$ cat src/rtl/systolic_pkg.sv
// Shared types and sizing helpers for the systolic array driver.
package systolic_pkg;

  typedef enum logic [1:0] {
    IDLE  = 2'd0,
    CLEAR = 2'd1,
    FEED  = 2'd2,
    DRAIN = 2'd3
  } state_t;

  // Skewed feed lasts until the last diagonal reaches the far corner PE.
  function automatic int feed_cycles(input int dim);
    return 3 * dim - 2;
  endfunction

  function automatic int cnt_width(input int dim);
    return $clog2(3 * dim - 1);
  endfunction

  localparam int SA_DIM      = 8;
  localparam int FEED_CYCLES = feed_cycles(SA_DIM);
  localparam int CNT_W       = cnt_width(SA_DIM);

endpackage

$ cat src/rtl/systolic_driver_operand_buf.sv
// DIM x DIM operand register file: one-row write port, combinational skewed edge read.
// ROWMAJ=1 presents out[k] = M[k][t-k] (A edge), ROWMAJ=0 presents out[k] = M[t-k][k] (B edge).
module operand_buf #(
  parameter int BITS   = 8,
  parameter int DIM    = 8,
  parameter int CW     = 5,
  parameter int RW     = $clog2(DIM),
  parameter bit ROWMAJ = 1'b1
) (
  input  logic                   clk,
  input  logic                   rst,
  input  logic                   we,
  input  logic [RW-1:0]          wrow,
  input  logic signed [BITS-1:0] wdata [DIM-1:0],
  input  logic [CW-1:0]          t,
  output logic signed [BITS-1:0] skew  [DIM-1:0]
);

  logic signed [BITS-1:0] m    [DIM-1:0][DIM-1:0];
  logic [CW:0]            diff [DIM-1:0];

  // Row write; buffer contents cleared on reset.
  always_ff @(posedge clk or posedge rst) begin
    if (rst) begin
      for (int i = 0; i < DIM; i++)
        for (int j = 0; j < DIM; j++)
          m[i][j] <= '0;
    end else if (we) begin
      for (int j = 0; j < DIM; j++)
        m[wrow][j] <= wdata[j];
    end
  end

  // Diagonal read: lane k carries element t-k of its row/column, zero outside the matrix.
  always_comb begin
    for (int k = 0; k < DIM; k++) begin
      diff[k] = {1'b0, t} - (CW+1)'(k);
      skew[k] = '0;
      if (({1'b0, t} >= (CW+1)'(k)) && (diff[k] < (CW+1)'(DIM))) begin
        if (ROWMAJ)
          skew[k] = m[k][diff[k][RW-1:0]];
        else
          skew[k] = m[diff[k][RW-1:0]][k];
      end
    end
  end

endmodule

$ cat src/rtl/systolic_driver.sv
// Drive side of the systolic MAC array: operand buffers, clear/feed/drain sequencing.
module systolic_driver
  import systolic_pkg::*;
#(
  parameter int BITS_AB = 8,
  parameter int BITS_C  = 16,
  parameter int DIM     = 8,
  parameter int RW      = $clog2(DIM)
) (
  input  logic                      clk,
  input  logic                      rst,
  input  logic                      ld_valid,
  output logic                      ld_ready,
  input  logic                      ld_selB,
  input  logic [RW-1:0]             ld_row,
  input  logic signed [BITS_AB-1:0] ld_data   [DIM-1:0],
  input  logic                      start,
  output logic                      busy,
  output logic                      done,
  output logic signed [BITS_AB-1:0] sa_A      [DIM-1:0],
  output logic signed [BITS_AB-1:0] sa_B      [DIM-1:0],
  output logic signed [BITS_C-1:0]  sa_Cin    [DIM-1:0],
  output logic [RW-1:0]             sa_Crow,
  output logic                      sa_WrEn,
  output logic                      sa_en,
  input  logic signed [BITS_C-1:0]  sa_Cout   [DIM-1:0],
  output logic                      res_valid,
  input  logic                      res_ready,
  output logic [RW-1:0]             res_row,
  output logic signed [BITS_C-1:0]  res_data  [DIM-1:0]
);

  // state | meaning
  // IDLE  | accept operand row writes, wait for start
  // CLEAR | zero one accumulator row per cycle (DIM cycles)
  // FEED  | stream skewed A/B edges into the array (3*DIM-2 cycles)
  // DRAIN | present C rows one per valid/ready handshake
  localparam int CW = cnt_width(DIM);

  state_t                    state, state_nxt;
  logic [CW-1:0]             cnt, cnt_nxt;
  logic [RW-1:0]             r, r_nxt;
  logic                      done_nxt;
  logic                      wr_a, wr_b;
  logic signed [BITS_AB-1:0] a_edge [DIM-1:0];
  logic signed [BITS_AB-1:0] b_edge [DIM-1:0];

  assign wr_a = ld_valid && (state == IDLE) && !ld_selB;
  assign wr_b = ld_valid && (state == IDLE) &&  ld_selB;

  // Edges are read at the next-cycle index so the registered outputs line up with the state.
  operand_buf #(.BITS(BITS_AB), .DIM(DIM), .CW(CW), .RW(RW), .ROWMAJ(1'b1)) u_buf_a (
    .clk(clk), .rst(rst), .we(wr_a), .wrow(ld_row), .wdata(ld_data), .t(cnt_nxt), .skew(a_edge)
  );

  operand_buf #(.BITS(BITS_AB), .DIM(DIM), .CW(CW), .RW(RW), .ROWMAJ(1'b0)) u_buf_b (
    .clk(clk), .rst(rst), .we(wr_b), .wrow(ld_row), .wdata(ld_data), .t(cnt_nxt), .skew(b_edge)
  );

  // State, phase counter and drain row registers.
  always_ff @(posedge clk or posedge rst) begin
    if (rst) begin
      state <= IDLE;
      cnt   <= '0;
      r     <= '0;
    end else begin
      state <= state_nxt;
      cnt   <= cnt_nxt;
      r     <= r_nxt;
    end
  end

  // Next-state, counter and done decode.
  always_comb begin
    state_nxt = state;
    cnt_nxt   = cnt;
    r_nxt     = r;
    done_nxt  = 1'b0;
    case (state)
      IDLE: begin
        cnt_nxt = '0;
        r_nxt   = '0;
        if (start) state_nxt = CLEAR;
      end
      CLEAR: begin
        if (cnt == CW'(DIM-1)) begin
          state_nxt = FEED;
          cnt_nxt   = '0;
        end else begin
          cnt_nxt = cnt + 1'b1;
        end
      end
      FEED: begin
        if (cnt == CW'(3*DIM-3)) begin
          state_nxt = DRAIN;
          cnt_nxt   = '0;
          r_nxt     = '0;
        end else begin
          cnt_nxt = cnt + 1'b1;
        end
      end
      DRAIN: begin
        if (res_ready) begin
          if (r == RW'(DIM-1)) begin
            state_nxt = IDLE;
            r_nxt     = '0;
            done_nxt  = 1'b1;
          end else begin
            r_nxt = r + 1'b1;
          end
        end
      end
      default: state_nxt = IDLE;
    endcase
  end

  // Registered outputs, decoded from the upcoming state so they are valid for its whole duration.
  always_ff @(posedge clk or posedge rst) begin
    if (rst) begin
      ld_ready  <= 1'b1;
      busy      <= 1'b0;
      done      <= 1'b0;
      sa_WrEn   <= 1'b0;
      sa_en     <= 1'b0;
      sa_Crow   <= '0;
      res_valid <= 1'b0;
      res_row   <= '0;
      for (int k = 0; k < DIM; k++) begin
        sa_A[k] <= '0;
        sa_B[k] <= '0;
      end
    end else begin
      ld_ready  <= (state_nxt == IDLE);
      busy      <= (state_nxt != IDLE);
      done      <= done_nxt;
      sa_WrEn   <= (state_nxt == CLEAR);
      sa_en     <= (state_nxt == FEED);
      res_valid <= (state_nxt == DRAIN);
      res_row   <= (state_nxt == DRAIN) ? r_nxt : '0;
      if (state_nxt == CLEAR)
        sa_Crow <= cnt_nxt[RW-1:0];
      else if (state_nxt == DRAIN)
        sa_Crow <= r_nxt;
      else
        sa_Crow <= '0;
      for (int k = 0; k < DIM; k++) begin
        sa_A[k] <= (state_nxt == FEED) ? a_edge[k] : '0;
        sa_B[k] <= (state_nxt == FEED) ? b_edge[k] : '0;
      end
    end
  end

  // Clear value is always zero; results pass straight through from the array.
  always_comb begin
    for (int k = 0; k < DIM; k++) begin
      sa_Cin[k]   = '0;
      res_data[k] = sa_Cout[k];
    end
  end

endmodule

$ cat config.mk
export PLATFORM = sky130hd
export DESIGN_NAME = systolic_driver
export DESIGN_NICKNAME = d
export VERILOG_FILES = /design/src/rtl/systolic_pkg.sv /design/src/rtl/systolic_driver_operand_buf.sv /design/src/rtl/systolic_driver.sv
export SDC_FILE = /design/constraint.sdc
export NUM_CORES = 2
export LEC_CHECK = 0
export ABC_CLOCK_PERIOD_IN_PS = 53200
export BUFFER_PORTS_ARGS = -buffer_cell sky130_fd_sc_hd__buf_2
export CAP_MARGIN = 0
export CELL_PAD_IN_SITES_DETAIL_PLACEMENT = 1
export CELL_PAD_IN_SITES_GLOBAL_PLACEMENT = 2
export CORE_MARGIN = 5
export CORE_UTILIZATION = 40
export DETAILED_ROUTE_END_ITERATION = 10
export GPL_TIMING_DRIVEN = 0
export PLACE_DENSITY = 0.75
export SYNTH_ARGS = -nofsm -noshare
export SYNTH_HDL_FRONTEND = slang
export SYNTH_HIERARCHICAL = 1
export SYNTH_SLANG_ARGS = --single-unit
export TNS_END_PERCENT = 20
$ cat constraint.sdc
create_clock -name clk -period 53.2 [get_ports clk]
set_clock_uncertainty 0.1 [all_clocks]
set_input_delay 10.64 -clock clk [delete_from_list [all_inputs] [get_ports clk]]
set_output_delay 10.64 -clock clk [all_outputs]
set_load 0.01 [all_outputs]
==> impl_metrics.json <==
{
  "synth_edf_count": 0,
  "final.period_utilization": 0.4069,
  "hold_start": "u_buf_b/m[105]$_DFFE_PP0P_",
  "critPathArrivalTime_ns": 10.91,
  "setup_viol": 0,
  "hp-class": "flop to flop",
  "core_mm2": 0.1351,
  "vias_per_cell": 5.457,
  "drc": 0,
  "status": "completed",
  "hold_viol": 0,
  "vias": 33476,
  "postCtsHoldBufs": 0,
  "grt_pass1_wl_um": 259900,
  "die_h_um": 378.2,
  "clockBufferDepth": 3,
  "grt_usage": 0.2537,
  "gr-max-usage-layer": "met2",
  "synth_top_cell_by_area": "dfrtp_1",
  "critical_path.endpoint_type": "primary output",
  "grt_pass1_vias": 35872,
  "cap_violations": 0,
  "total_power_uw": 3300,
  "synthFlopType": "dfrtp_1",
  "slew_violations": 0,
  "ir_drop_uv": 37.76,
  "clkSinkCount": 1174,
  "synthCells": 3623,
  "synth.area.top_cells": "dfrtp_1 (54%), mux2_2 (21%), mux4_2 (11%), buf_4 (4.2%), and2_1 (1.5%)",
  "critical_path.startpoint_type": "input port",
  "cts_buffers": 133,
  "r2r-start": "state[0]$_DFF_PP0_",
  "whs_endpoint": "u_buf_b/m[105]$_DFFE_PP0P_",
  "grt_use_met3": 0.04693,
  "crit_chain": "buf_4 -> buf_2",
  "wire_per_inst_um": 29.64,
  "slew_headroom": 0.03366,
  "yosysMostFrequentCell": "dfrtp_1",
  "stdcell_count": 6135,
  "r2r-end": "sa_B[48]$_DFF_PP0_",
  "drt-initial-drc-count": 2146,
  "yosysSeqAreaShare": 0.5419,
  "synth.distinct_cells": 67,
  "crit_slowest_cell": "buf_2",
  "path_class": "input port to primary output",
  "met1_usage": 0.3455,
  "cts_tree": "done",
  "cts_max_level": 4,
  "yosysTopAreaCellShare": 0.5414,
  "area_delta_synth_final_pct": 16.98,
  "cts.clk_slew.worst_paths_ns": 0.06,
  "cp_max_fo": 1,
  "ant_nets": 0,
  "grt_util_met2": 0.4198,
  "wl_um": 181800,
  "final_area_mm2": 0.06342,
  "ios": 597,
  "overflow": 0,
  "worst_pin_slew_ns": 1.443,
  "gp_congestion": 0.8218,
  "ys_ff_latch": 1174,
  "fp.dieW_um": 378.2,
  "worstPathRequired_ns": 42.46,
  "post_cts_buffers": 0,
  "detailedRoute.firstPassIterationCount": 5,
  "min_period_ns": 21.65,
  "cts_root_buf": "clkbuf_16",
  "rsz0062_at_grt": "false",
  "powerDensity_mw_per_mm2": 52.03,
  "hpwlAfterDp_um": 123500,
  "holdPathStages": 1,
  "start_util": 0.4012,
  "reg2regPathDepth": 14,
  "yosys-top-cells-count": "dfrtp_1 (1173), mux2_2 (994), buf_4 (305)",
  "clock_latency_ns": 0.79,
  "die-area_mm2": 0.1430,
  "fmaxAchievable_mhz": 46.20,
  "num-nets-final": 4465,
  "cts.repair.resized": 0,
  "synthArstFlopShare": 1.000,
  "io_buffer_count": 338,
  "crit_family": "buffers and inverters",
  "antenna_found_initial": 36,
  "drive_gt1_frac": 0.5271,
  "nFillCells": 13581,
  "place_inst": 5880,
  "synth_area_mm2": 0.05421,
  "place_area_mm2": 0.05891,
  "syn_area_per_cell_um2": 14.96,
  "rrSetupSlack_ns": 46.16,
  "yosysWarnings": 6,
  "fin_setup_tns_ns": 0,
  "rows": 135,
  "grt_max_degree": 128,
  "critical_path_buf_inv_count": 2,
  "p_leak_uw": 0.03174,
  "cpPeakStageDelay_ns": 0.16
}
[cell usage in the layout (no fill, tap or decap), types with 26 or more instances in the layout]
cell type | Yosys | routed
clkbuf_16 | 0 | 138
nand2_1 | 188 | 188
clkbuf_1 | 12 | 40
conb_1 | 1 | 128
ha_1 | 30 | 30
mux2i_1 | 51 | 51
nor2_1 | 38 | 38
a21oi_1 | 94 | 94
clkbuf_8 | 0 | 26
mux4_2 | 256 | 256
dfrtp_1 | 1173 | 1173
buf_6 | 32 | 32
buf_2 | 114 | 452
mux2_2 | 994 | 994
buf_4 | 305 | 307
mux2_1 | 30 | 30
and2_1 | 131 | 131
[final cells by class]
| class | instances | area, um^2 | share of cell area |
|---|---|---|---|
| clock inverters | 44 | 534.3 | 0.008424 |
| repair buffers | 349 | 1954 | 0.03082 |
| flip-flops and latches | 1174 | 29380 | 0.4633 |
| diodes | 19 | 47.55 | 0.0007497 |
| inverters | 21 | 101.3 | 0.001598 |
| plain buffers | 469 | 3291 | 0.05189 |
| multi-input cells | 2086 | 21970 | 0.3464 |
| well taps | 1781 | 2228 | 0.03514 |
| clock buffers | 192 | 3916 | 0.06175 |
[registers in the layout, summed over array words and instances (netlist names)]
name       count
u_buf_a/m    512
u_buf_b/m    512
sa_A          64
sa_B          64
cnt            5
r              3
res_row        3
sa_Crow        3
state          2
busy           1
done           1
ld_ready       1
res_valid      1
sa_WrEn        1
sa_en          1
[power breakdown]
part           switching, uW  total [uW]  internal [uW]
sequential              36.5        1010            969
combinational            898        1350            455
clock                    384         940            556
total                   1320        3300           1980
[cell families (layout without fill, tap and decap cells)]
logic type	Yosys count	after routing	synth area share
multiplexers	1331	1331	0.3285
flip-flops	1174	1174	0.5419
buffers and inverters	490	1075	0.06215
AND/OR/NAND/NOR	439	439	0.04212
AO/OA/AOI/OAI	139	139	0.01482
adder cells (fa/ha/maj)	30	30	0.006924
XOR/XNOR	19	19	0.003554
other	1	147	0.00006917
[metrics by stage]
step,utilization,hold WS (ns),worst slack (ns)
final,0.4693,0.3845,31.55
after global routing,0.4690,0.4015,31.54
after CTS,0.4689,0.3824,31.54
after detailed placement,0.4360,0.3693,31.54
after global placement,0.4337,0.3625,21.71
after floorplan,-,0.3524,28.16
[worst max path at each step]
| stage | depth (start not counted) | slack (ns) | end | startpoint |
|---|---|---|---|---|
| 2_1_floorplan | 1 | 28.16 | u_buf_a/m[0]$_DFFE_PP0P_ | rst |
| 3_3_place_gp | 2 | 21.71 | u_buf_b/m[338]$_DFFE_PP0P_ | rst |
| 3_5_place_dp | 2 | 31.54 | res_data[8] | sa_Cout[8] |
| 4_1_cts | 2 | 31.54 | res_data[8] | sa_Cout[8] |
| 5_1_grt | 2 | 31.54 | res_data[8] | sa_Cout[8] |
| 6_report | 2 | 31.55 | res_data[73] | sa_Cout[73] |
[per-layer routing]
metal	vias to the layer above	wire length [um]
met2	1117	88100
li1	13906	-
met3	210	11000
met4	0	4261
met5	-	0
met1	18243	78480
[worst reg2reg max path: stages, from the launching register on]
cell and delay [ns]:
dfrtp_1 0.35, buf_2 0.21, clkbuf_1 0.49, o21ai_0 0.18, a31oi_1 1.08, buf_4 0.37, buf_2 0.31, clkinv_1 0.48
clkbuf_1 0.57, ha_1 0.47, buf_1 0.93, buf_2 0.71, mux2i_1 0.29, nor2_1 0.10, and2_1 0.28
No activity file was read; power rests on OpenSTA's default activity.
